File: config.mk
export PLATFORM = sky130hd
export DESIGN_NAME = mem_port_arbiter
export DESIGN_NICKNAME = d
export VERILOG_FILES = /design/src/rtl/mem_port_arbiter.sv
export SDC_FILE = /design/constraint.sdc
export NUM_CORES = 1
export LEC_CHECK = 0
export CORE_ASPECT_RATIO = 2
export CORE_MARGIN = 2
export CORE_UTILIZATION = 36
export CTS_BUF_LIST = sky130_fd_sc_hd__clkbuf_8
export CTS_CLUSTER_DIAMETER = 30
export DETAILED_ROUTE_END_ITERATION = 10
export PLACE_DENSITY = 0.76
export SLEW_MARGIN = 15
export SYNTH_ARGS = -nofsm -noshare
export SYNTH_HDL_FRONTEND = slang
export SYNTH_SLANG_ARGS = --single-unit
File: constraint.sdc
create_clock -name clk -period 4.5 [get_ports clk]
set_clock_uncertainty 0.2 [all_clocks]
set_input_delay 0.675 -clock clk [delete_from_list [all_inputs] [get_ports clk]]
set_output_delay 0.675 -clock clk [all_outputs]
set_load 0.005 [all_outputs]
File: src/rtl/mem_port_arbiter.sv
// Arbitrates the single data-memory port between instruction fetch and the
// load/store unit, with byte-lane write steering and load alignment/extension.
module mem_port_arbiter #(
    parameter int Width = 32
) (
    input  logic             clk,
    input  logic             rst,
    input  logic             i_req,
    input  logic [Width-1:0] i_addr,
    output logic             i_ack,
    output logic [Width-1:0] i_rdata,
    input  logic             d_req,
    input  logic             d_we,
    input  logic [Width-1:0] d_addr,
    input  logic [Width-1:0] d_wdata,
    input  logic [1:0]       d_size,
    input  logic             d_unsigned,
    output logic             d_ack,
    output logic [Width-1:0] d_rdata,
    output logic             d_misaligned,
    output logic [Width-1:0] mem_addr_o,
    output logic             mem_re,
    output logic             mem_we,
    output logic [3:0]       mem_w_sel,
    output logic [Width-1:0] mem_data_o,
    input  logic [Width-1:0] mem_data_i,
    input  logic             mem_ack
);

    localparam logic [1:0] S_IDLE  = 2'd0;
    localparam logic [1:0] S_FETCH = 2'd1;
    localparam logic [1:0] S_DATA  = 2'd2;
    localparam logic [1:0] S_MISAL = 2'd3;

    localparam logic [1:0] SIZE_BYTE = 2'd0;
    localparam logic [1:0] SIZE_HALF = 2'd1;

    logic [1:0]       state_q, state_d;
    logic             last_d_q, last_d_d;
    logic [Width-1:0] addr_q, addr_d;
    logic [Width-1:0] wdata_q, wdata_d;
    logic [1:0]       size_q, size_d;
    logic             we_q, we_d;
    logic             unsigned_q, unsigned_d;

    logic             grant_d;
    logic             d_is_misal;
    logic [Width-1:0] shifted;
    logic [Width-1:0] load_fmt;

    // Data wins a tie unless it won the previous grant.
    assign grant_d    = d_req && (!i_req || !last_d_q);
    assign d_is_misal = ((d_size == SIZE_HALF) && d_addr[0]) ||
                        (d_size[1] && (d_addr[1:0] != 2'b00));

    // NOTE: every variable assigned in an always_comb gets a default first so no latch is inferred.
    always_comb begin
        state_d    = state_q;
        last_d_d   = last_d_q;
        addr_d     = addr_q;
        wdata_d    = wdata_q;
        size_d     = size_q;
        we_d       = we_q;
        unsigned_d = unsigned_q;
        case (state_q)
            S_IDLE: begin
                if (grant_d) begin
                    addr_d     = d_addr;
                    wdata_d    = d_wdata;
                    size_d     = d_size;
                    we_d       = d_we;
                    unsigned_d = d_unsigned;
                    last_d_d   = 1'b1;
                    state_d    = d_is_misal ? S_MISAL : S_DATA;
                end else if (i_req) begin
                    addr_d     = i_addr;
                    wdata_d    = '0;
                    size_d     = 2'd2;
                    we_d       = 1'b0;
                    unsigned_d = 1'b0;
                    last_d_d   = 1'b0;
                    state_d    = S_FETCH;
                end
            end
            S_FETCH, S_DATA: begin
                if (mem_ack) state_d = S_IDLE;
            end
            default: state_d = S_IDLE;
        endcase
    end

    assign shifted = mem_data_i >> {addr_q[1:0], 3'b000};

    always_comb begin
        case (size_q)
            SIZE_BYTE: load_fmt = {{(Width-8){~unsigned_q & shifted[7]}}, shifted[7:0]};
            SIZE_HALF: load_fmt = {{(Width-16){~unsigned_q & shifted[15]}}, shifted[15:0]};
            default:   load_fmt = mem_data_i;
        endcase
    end

    always_comb begin
        i_ack        = 1'b0;
        i_rdata      = '0;
        d_ack        = 1'b0;
        d_rdata      = '0;
        d_misaligned = 1'b0;
        mem_addr_o   = '0;
        mem_re       = 1'b0;
        mem_we       = 1'b0;
        mem_w_sel    = 4'b0000;
        mem_data_o   = '0;
        case (state_q)
            S_FETCH: begin
                mem_addr_o = {addr_q[Width-1:2], 2'b00};
                mem_re     = 1'b1;
                mem_w_sel  = 4'b1111;
                if (mem_ack) begin
                    i_ack   = 1'b1;
                    i_rdata = mem_data_i;
                end
            end
            S_DATA: begin
                mem_addr_o = {addr_q[Width-1:2], 2'b00};
                mem_re     = ~we_q;
                mem_we     = we_q;
                mem_w_sel  = 4'b1111;
                if (we_q) begin
                    // Stores replicate the right-aligned data across every lane.
                    case (size_q)
                        SIZE_BYTE: begin
                            mem_w_sel  = 4'b0001 << addr_q[1:0];
                            mem_data_o = {(Width/8){wdata_q[7:0]}};
                        end
                        SIZE_HALF: begin
                            mem_w_sel  = 4'b0011 << addr_q[1:0];
                            mem_data_o = {(Width/16){wdata_q[15:0]}};
                        end
                        default: mem_data_o = wdata_q;
                    endcase
                end
                if (mem_ack) begin
                    d_ack   = 1'b1;
                    d_rdata = we_q ? '0 : load_fmt;
                end
            end
            S_MISAL: begin
                d_ack        = 1'b1;
                d_misaligned = 1'b1;
            end
            default: ;
        endcase
    end

    always_ff @(posedge clk) begin
        if (rst) begin
            state_q  <= S_IDLE;
            last_d_q <= 1'b0;
        end else begin
            state_q  <= state_d;
            last_d_q <= last_d_d;
        end
    end

    // NOTE: the latched request fields have no reset; they only reach outputs outside IDLE.
    always_ff @(posedge clk) begin
        addr_q     <= addr_d;
        wdata_q    <= wdata_d;
        size_q     <= size_d;
        we_q       <= we_d;
        unsigned_q <= unsigned_d;
    end

endmodule

## After elaboration in Yosys (flattened, before gate mapping)

Index checks and enable logic that the tools add are counted.

- Flip-flop bits (word level): 71
- Bits of input ports: 137
- Output and inout bits: 137
- Logic and storage cells: 69

- Equal/unequal tests: 7
- Shift-type cells: 3
- Muxes and demuxes: 34
- Bitwise gates (word level): 4
- Reduce and logical (&&, ||, !) cells: 14

Operators by type and width:

| kind | number |
|---|---|
| two-way mux 32 bit | 12 |
| case mux 32 bit (2 select lines) | 2 |
| >> shifter 32 x 5 -> 16 bit | 1 |
| case mux 4 bit (2 select lines) | 2 |
| two-way mux 2 bit | 5 |
| two-way mux 1 bit | 9 |
| == test 2 x 1 -> 1 bit (second input constant) | 3 |
| == test 2 bit (second input constant) | 2 |
| logical NOT 2 bit | 2 |
| two-way mux 4 bit | 1 |
| case mux 1 bit (2 select lines) | 2 |
| case mux 2 bit (2 select lines) | 1 |
| AND reduction 2 bit | 2 |
| nonzero test 2 bit | 2 |
| << shifter 1 x 2 -> 4 bit (first input constant) | 1 |
| << shifter 2 x 2 -> 4 bit (first input constant) | 1 |
| logical AND 1 bit | 3 |
| inequality test 3 bit (second input constant) | 1 |
| AND 1 bit | 2 |
| logical NOT 1 bit | 2 |
| logical OR 1 bit | 2 |
| inequality test 2 x 1 -> 1 bit (second input constant) | 1 |
| inverter 1 bit | 2 |
| OR reduction 2 bit | 1 |

## Longest topological paths before layout

Gate-level depths: netlist of run 1.

- Word-level depth: 6
- Gate-level depth with buffers: 7
- Depth with buffers taken out: 6

## Least setup slack after synthesis of run 1

Ideal clock, no wire load.

- Path kind: input -> register
- Start: in i_req
- End: reg addr_q[0] (enable)
- Arrival time: 3.580 ns
- Data required time: 3.804 ns
- Setup slack: 0.223 ns
- Cell stages on the path: 2
- Buffers on the path: 0
- Cell sequence: nor2_1 -> nor2_1

- Longest elaborated chain between the ends: 5

RTL lines:

| what | RTL line | source |
|---|---|---|
| start: declaration | 8 | `input logic i_req,` |
| logical NOT 1 bit | 52 | `assign grant_d = d_req && (!i_req \|\| !last_d_q);` |
| logical OR 1 bit | 52 |  |
| logical AND 1 bit | 52 |  |
| nonzero test 2 bit (no source line) * | -- |  |
| AND reduction 2 bit (no source line) * | -- |  |
| end signal: assignment | 167 | `addr_q <= addr_d;` |
| end: declaration | 40 | `logic [Width-1:0] addr_q, addr_d;` |

Every way passes the cells marked *; elsewhere a longest branch is shown, timed or not.
A chain may end at the register's enable or synchronous reset.

## Worst setup path in the final report of run 1

- Start: reg addr_q[0]
- End: out d_rdata[19]

- Longest elaborated chain between the ends: 6
- Elaborated cells between the ends (all ways): 7

RTL lines:

| what | RTL line | source |
|---|---|---|
| >> shifter 32 x 5 -> 16 bit * | 92 | `assign shifted = mem_data_i >> {addr_q[1:0], 3'b000};` |
| AND 1 bit (on tied branches) | 97, 96 |  |
| case mux 32 bit (2 select lines) * | 95 | `case (size_q)` |
| two-way mux 32 bit * | 144 | `d_rdata = we_q ? '0 : load_fmt;` |
| two-way mux 32 bit * | 142 | `if (mem_ack) begin` |
| two-way mux 32 bit * | 113 | `case (state_q)` |
| end: declaration | 19 | `output logic [Width-1:0] d_rdata,` |

Marked as above.

==> results.md, run 1 <==
- Die area: 14000 um2
- Max cap viols: 0
- Worst Path Required: 3.62 ns
- Distinct cells, synth: 38
- Hold path depth: 1
- HP Class: register to register
- Total power: 2.37 mW
- Initial antenna violation count: 0
- Most crowded layer after global routing: met2
- Clk Latency, worst-skew pair: 0.35 ns
- Slowest CP cell: edfxtp_1
- Largest net degree at the start of global routing: 39
- Fin. Hold Viols: 0
- Mean Syn Cell Area: 9.54 um2
- Tightest Pin Transition: 1.14 ns
- Starting Density: 36.5%
- Chip height: 165 um
- Logic pwr share: 40.2%
- Core box area: 12800 um2
- CTS Buf Count: 9
- Max clock buf depth: 2
- Final setup violation count: 0
- Asr flop ratio synth: 0%
- Maximum clock rate: 266 MHz
- Post-synthesis sequential area ratio: 44.8%
- CP startpoint kind: register
- Clock transition at path regs: 0.07 ns
- Iteration-0 DRC Markers: 200
- Fin. max-slew vios: 0
- EDFF count, synth: 68
- GRT Util Overall: 21.8%
- CP Class: register to output pin
- Min Tclk post-route: 3.75 ns
- CP max stage delay: 0.72 ns
- First-pass GRT wire length: 23.8 mm
- Vias in the first global route: 4575
- HPWL after DPL: 12.2 mm
- Cts repair resizes: 0
- CP Max Fanout: 17
- Post-CTS Setup Inserts: 0
- Antenna viol nets, final: 0
- Total Nets Final: 883
- Cell area after synthesis: 4690 um2
- #FFs+latches synth: 71
- Row count: 59
- Syn-to-layout area delta: 63.6%
- Internal power: 1.60 mW
- # diodes: 0
- TNS Setup: 0 ns
- Cells after DPL: 883
- Status: complete, no violations
- Most used DFF post-synth: edfxtp_1
- Leakage: 2.93 nW
- Gate Count Post-Synth: 492
- M2 GR Usage: 37.6%
- TritonRoute pass-1 iters: 4
- DRT Wirelength: 15.8 mm
- P_sw: 0.772 mW
- Fin cells: 899
- Number of synthesis warnings: 0
- Met1 Use GR: 26.0%
- CTS tree: done
- Critical-path cell list: mux4_2 > o221ai_4 > a21oi_1 > clkdlybuf4s50_1
- Util after Layout: 59.8%
- Clock sink total: 71
- Slew HR: 23.8%
- Routed len/inst: 17.6 um
- IO Count: 274
- Die width: 84.7 um
- CP Capture Type: output pin
- Global-route met3 utilization: 5.91%
- Sequential power share: 40.7%
- Root buffer cell: clkbuf_8
- H-Tree Depth: 3
- PwrDens: 309 nW/um2
- GPL Wtd Cong: 0.940
- Reg2reg path depth: 5
- Share of layout cells above drive strength 1: 9.91%
- Vias: 4676
- Period utilization: 83.4%
- Unrepaired setup endpoints after global routing: no
- Residual DRC: 0
- Crit path DAT: 2.88 ns
- Clock share of power: 19.1%
- Hold Buf Count CTS: 0
- Switching Fraction: 32.6%
- Overflow after GRT: 0
- VDD IR max: 215 uV
- Avg Vias per Cell: 5.20
- I/O Buffers: 271
## power groups by stage
stage	Clock, mW	Combinational (mW)	Sequential (mW)
after detailed placement	0	0.952	0.980
final	0.453	0.953	0.964
after floorplan	0	0.474	0.957
after global placement	0	0.946	0.973
after global routing	0.486	1.04	0.981
after CTS	0.465	0.960	0.966
## final cells by class
| type | count | area [um2] |
|---|---|---|
| timing repair buffer | 279 | 2790 |
| clock inverter | 7 | 47.5 |
| fill | 1094 | 5170 |
| clock buffer | 9 | 124 |
| inverter | 8 | 30.0 |
| multi-input combinational | 373 | 2400 |
| sequential | 71 | 2100 |
| tap | 152 | 190 |
## cells in the final DEF (no fill, tap or decap), types with 2 or more instances in the layout
master             n
a21oi_1           35
a21oi_2           10
a22oi_1            5
a31oi_1            8
and2_1            66
and3_1            40
buf_4              7
clkbuf_8           9
clkdlybuf4s50_1  271
clkinv_2           3
clkinvlp_4         2
conb_1             2
dfxtp_1            3
edfxtp_1          68
ha_1               4
inv_1              8
mux2_2            33
mux2i_1           18
nand2_1           55
nand2b_1          10
nand3_1            5
nor2_1            33
nor2b_1            6
o21ai_0           26
o32a_1             2
or2_2              2
## path summary, 6_finish.rpt
check / start / endpoint / slack, ns
setup / recovery: addr_q[0] / d_rdata[19] / 0.75
hold / removal: last_d_q / last_d_q / 0.35
setup reg to reg: state_q[0] / wdata_q[28] / 2.14
hold reg to reg: last_d_q / last_d_q / 0.35
## logic make-up after synthesis
| family | after synthesis | synth area share [%] |
|---|---|---|
| fa+ha+maj | 4 | 1.07 |
| buf+inv | 49 | 4.61 |
| mux | 52 | 12.2 |
| other cells | 1 | 0.0799 |
| compound gates | 96 | 12.9 |
| flops | 71 | 44.8 |
| simple gates | 219 | 24.3 |
## routing by layer
layer / wire [um] / vias to the layer above
met2: 7990 / 298
met5: 0 / -
met4: 322 / 0
met3: 1660 / 25
met1: 5860 / 2118
li1: - / 2235
## sequential cells by signal, indices dropped and copies added, names as in the netlist
name,count
unsigned_q,1
state_q,2
size_q,2
we_q,1
last_d_q,1
addr_q,32
wdata_q,32
## Yosys cell counts, types with 2 or more instances
master	number	area share, %
a21oi_2	10	1.9
or2_2	2	0.27
nand3_1	5	0.53
buf_6	2	0.48
mux2i_1	18	3.8
nor2_1	34	2.7
o21ai_0	26	2.8
a31oi_1	8	1.1
mux2_2	33	7.9
nor2b_1	6	0.80
buf_1	3	0.24
clkbuf_1	26	2.1
a22oi_1	5	0.80
and3_1	40	5.3
and2_1	66	8.8
edfxtp_1	68	44
o32a_1	2	0.43
nand2b_1	10	1.3
ha_1	4	1.1
buf_4	2	0.32
buf_2	8	0.85
dfxtp_1	3	1.3
nand2_1	55	4.4
a21oi_1	35	3.7
inv_1	8	0.64
## per-stage QoR
stage	cell area [um2]	setup slack (ns)	hold slack [ns]
final	7680	0.747	0.347
after global routing	7680	0.592	0.400
after CTS	7680	0.731	0.352
after detailed placement	7500	0.756	0.338
after global placement	7500	0.848	0.320
after floorplan	4700	0.223	0.245
## critical path: cells and delay by family (launching register included)
family | cells | cell delay (ns)
compound gates | 2 | 0.68
buf+inv | 1 | 0.49
flops | 1 | 0.72
mux | 1 | 0.64
Note: power is estimated with default switching activity, not from simulation.
==> run 2: changes to the inputs <==
clock period = 3.1 ns   (was 4.5 ns; I/O delays follow)
==> results.md, run 2 (same netlist as run 1, synthesis figures left out) <==
- Slew HR: 62.2% (was 23.8%)
- Iteration-0 DRC Markers: 238 (was 200)
- Fin. Hold Viols: 0 (unchanged)
- Overflow after GRT: 0 (unchanged)
- Period utilization: 98.2%
- Initial antenna violation count: 0 (unchanged)
- Final setup violation count: 0 (unchanged)
- First-pass GRT wire length: 24.3 mm (was 23.8 mm)
- CP startpoint: mem_data_i[15] (was addr_q[0])
- Worst Path Required: 2.43 ns (was 3.62 ns)
- Max cap viols: 0 (unchanged)
- Pre-CTS WS: -0.200 ns (was 0.756 ns)
- Die width: 84.7 um (unchanged)
- Fin cells: 928 (was 899)
- Row count: 59 (unchanged)
- CP Capture Type: output pin (unchanged)
- Top Registers: addr_q: 32 flops, wdata_q: 32 flops (unchanged)
- CP Class: input pin to output pin (was register to output pin)
- Tightest Pin Transition: 0.567 ns (was 1.14 ns)
- Largest net degree at the start of global routing: 64 (was 39)
- Routed len/inst: 17.7 um (was 17.6 um)
- HP Start: last_d_q (unchanged)
- Avg Vias per Cell: 5.14 (was 5.20)
- Leakage: 3.22 nW (was 2.93 nW)
- Clock transition at path regs: 0.08 ns (was 0.07 ns)
- Hold path depth: 1 (unchanged)
- DRT Wirelength: 16.5 mm (was 15.8 mm)
- HPWL after DPL: 12.8 mm (was 12.2 mm)
- Syn-to-layout area delta: 70.8% (was 63.6%)
- Residual DRC: 0 (unchanged)
- Vias: 4766 (was 4676)
- GRT Util Overall: 22.2% (was 21.8%)
- VDD IR max: 318 uV (was 215 uV)
- Worst R2R End: addr_q[27] (was wdata_q[28])
- Chip height: 165 um (unchanged)
- Cells after DPL: 900 (was 883)
- Starting Density: 36.5% (unchanged)
- PwrDens: 455 nW/um2 (was 309 nW/um2)
- CP startpoint kind: input pin (was register)
- Vias in the first global route: 4625 (was 4575)
- Status: complete, no violations (unchanged)
- I/O Buffers: 271 (unchanged)
- Max clock buf depth: 2 (unchanged)
- Util after Layout: 62.4% (was 59.8%)
- CP Max Fanout: 7 (was 17)
- Min Tclk post-route: 3.04 ns
- Total Nets Final: 912 (was 883)
- Root buffer cell: clkbuf_8 (unchanged)
- GPL Wtd Cong: 0.897 (was 0.940)
- Die area: 14000 um2 (unchanged)
- IO Count: 274 (unchanged)
- Clock sink total: 71 (unchanged)
- Maximum clock rate: 329 MHz
- Reg2reg path depth: 5 (unchanged)
- Fin. max-slew vios: 0 (unchanged)
- Commonest non-fill, non-tap cell in the layout: clkdlybuf4s50_1 (unchanged)
- Most frequent cells in the layout: clkdlybuf4s50_1, edfxtp_1, and2_1 (unchanged)
- Filler Cells Inserted: 1107 (was 1094)
- R2R Setup Slk: 1.18 ns (was 2.14 ns)
- Core box area: 12800 um2 (unchanged)
- HP Class: register to register (unchanged)
- Reg2reg start: state_q[0] (unchanged)
- Hold endpoint: last_d_q (unchanged)
- H-Tree Depth: 3 (unchanged)
- CTS Buf Count: 9 (unchanged)
- Share of layout cells above drive strength 1: 13.5% (was 9.91%)
- Crit path DAT: 2.38 ns (was 2.88 ns)
- Antenna viol nets, final: 0 (unchanged)
- CTS tree: done (unchanged)
- # diodes: 0 (unchanged)
- Total power: 3.65 mW (was 2.37 mW)
- Clk Latency, worst-skew pair: 0.35 ns (about the same)
- TritonRoute pass-1 iters: 4 (unchanged)
- PnR worst setup slack: 0.0571 ns (was 0.747 ns)
run 2: worst max path at each step:
stage,depth (start not counted),endpoint
2_1_floorplan,4,addr_q[0]
3_3_place_gp,5,d_rdata[31]
3_5_place_dp,5,d_rdata[17]
4_1_cts,6,d_rdata[17]
5_1_grt,5,d_rdata[25]
6_report,6,d_rdata[21]
run 2: what timing repair did:
action	in CTS	in global routing
gates resized for setup	3	11
pin swaps	2	1
buffers inserted	4	7
endpoints found under the setup margin	22	32
cloned	0	1
hold buffers	0	0
run 2: power breakdown:
| group | internal [mW] | switching, mW | total (mW) | leakage [nW] |
|---|---|---|---|---|
| Combinational | 0.818 | 0.697 | 1.52 | 2.42 |
| Clock | 0.371 | 0.365 | 0.736 | 0.0933 |
| Sequential | 1.30 | 0.0958 | 1.40 | 0.704 |
| Total | 2.49 | 1.16 | 3.65 | 3.22 |
run 2: area by class of cell:
class                   instances  area, um2  area share, %
flip-flops and latches         71       2100           26.2
clock inverters                 7       71.3          0.890
clock buffers                   9        124           1.55
inverters                       8       30.0          0.375
multi-input cells             373       2420           30.1
repair buffers                308       3080           38.4
well taps                     152        190           2.37
run 2: layer usage:
layer  global-route usage (%)  routed length, um  vias up  share of wire, %
li1                         -                  -     2288                 -
met1                     24.9               5920     2151                36
met2                     37.3               8040      288                49
met3                     7.21               1780       39                11
met4                     11.6                714        0               4.3
met5                        0                  0        -                 0
run 2: worst max-delay path: stages:
cell and delay [ns]:
clkdlybuf4s50_1 0.43, mux4_2 0.51, o221ai_4 0.27, clkbuf_16 0.21
a21oi_2 0.05, clkdlybuf4s50_1 0.44
run 2: stage by stage:
stage               instance area, um2  hold slack (ns)  TNS [ns]
finish                            8020            0.349         0
global route                      8020            0.407  -0.00149
CTS                               7910            0.352         0
detailed placement                7660            0.338     -2.02
global placement                  7660            0.321     -1.50
floorplan                         4700            0.245         0
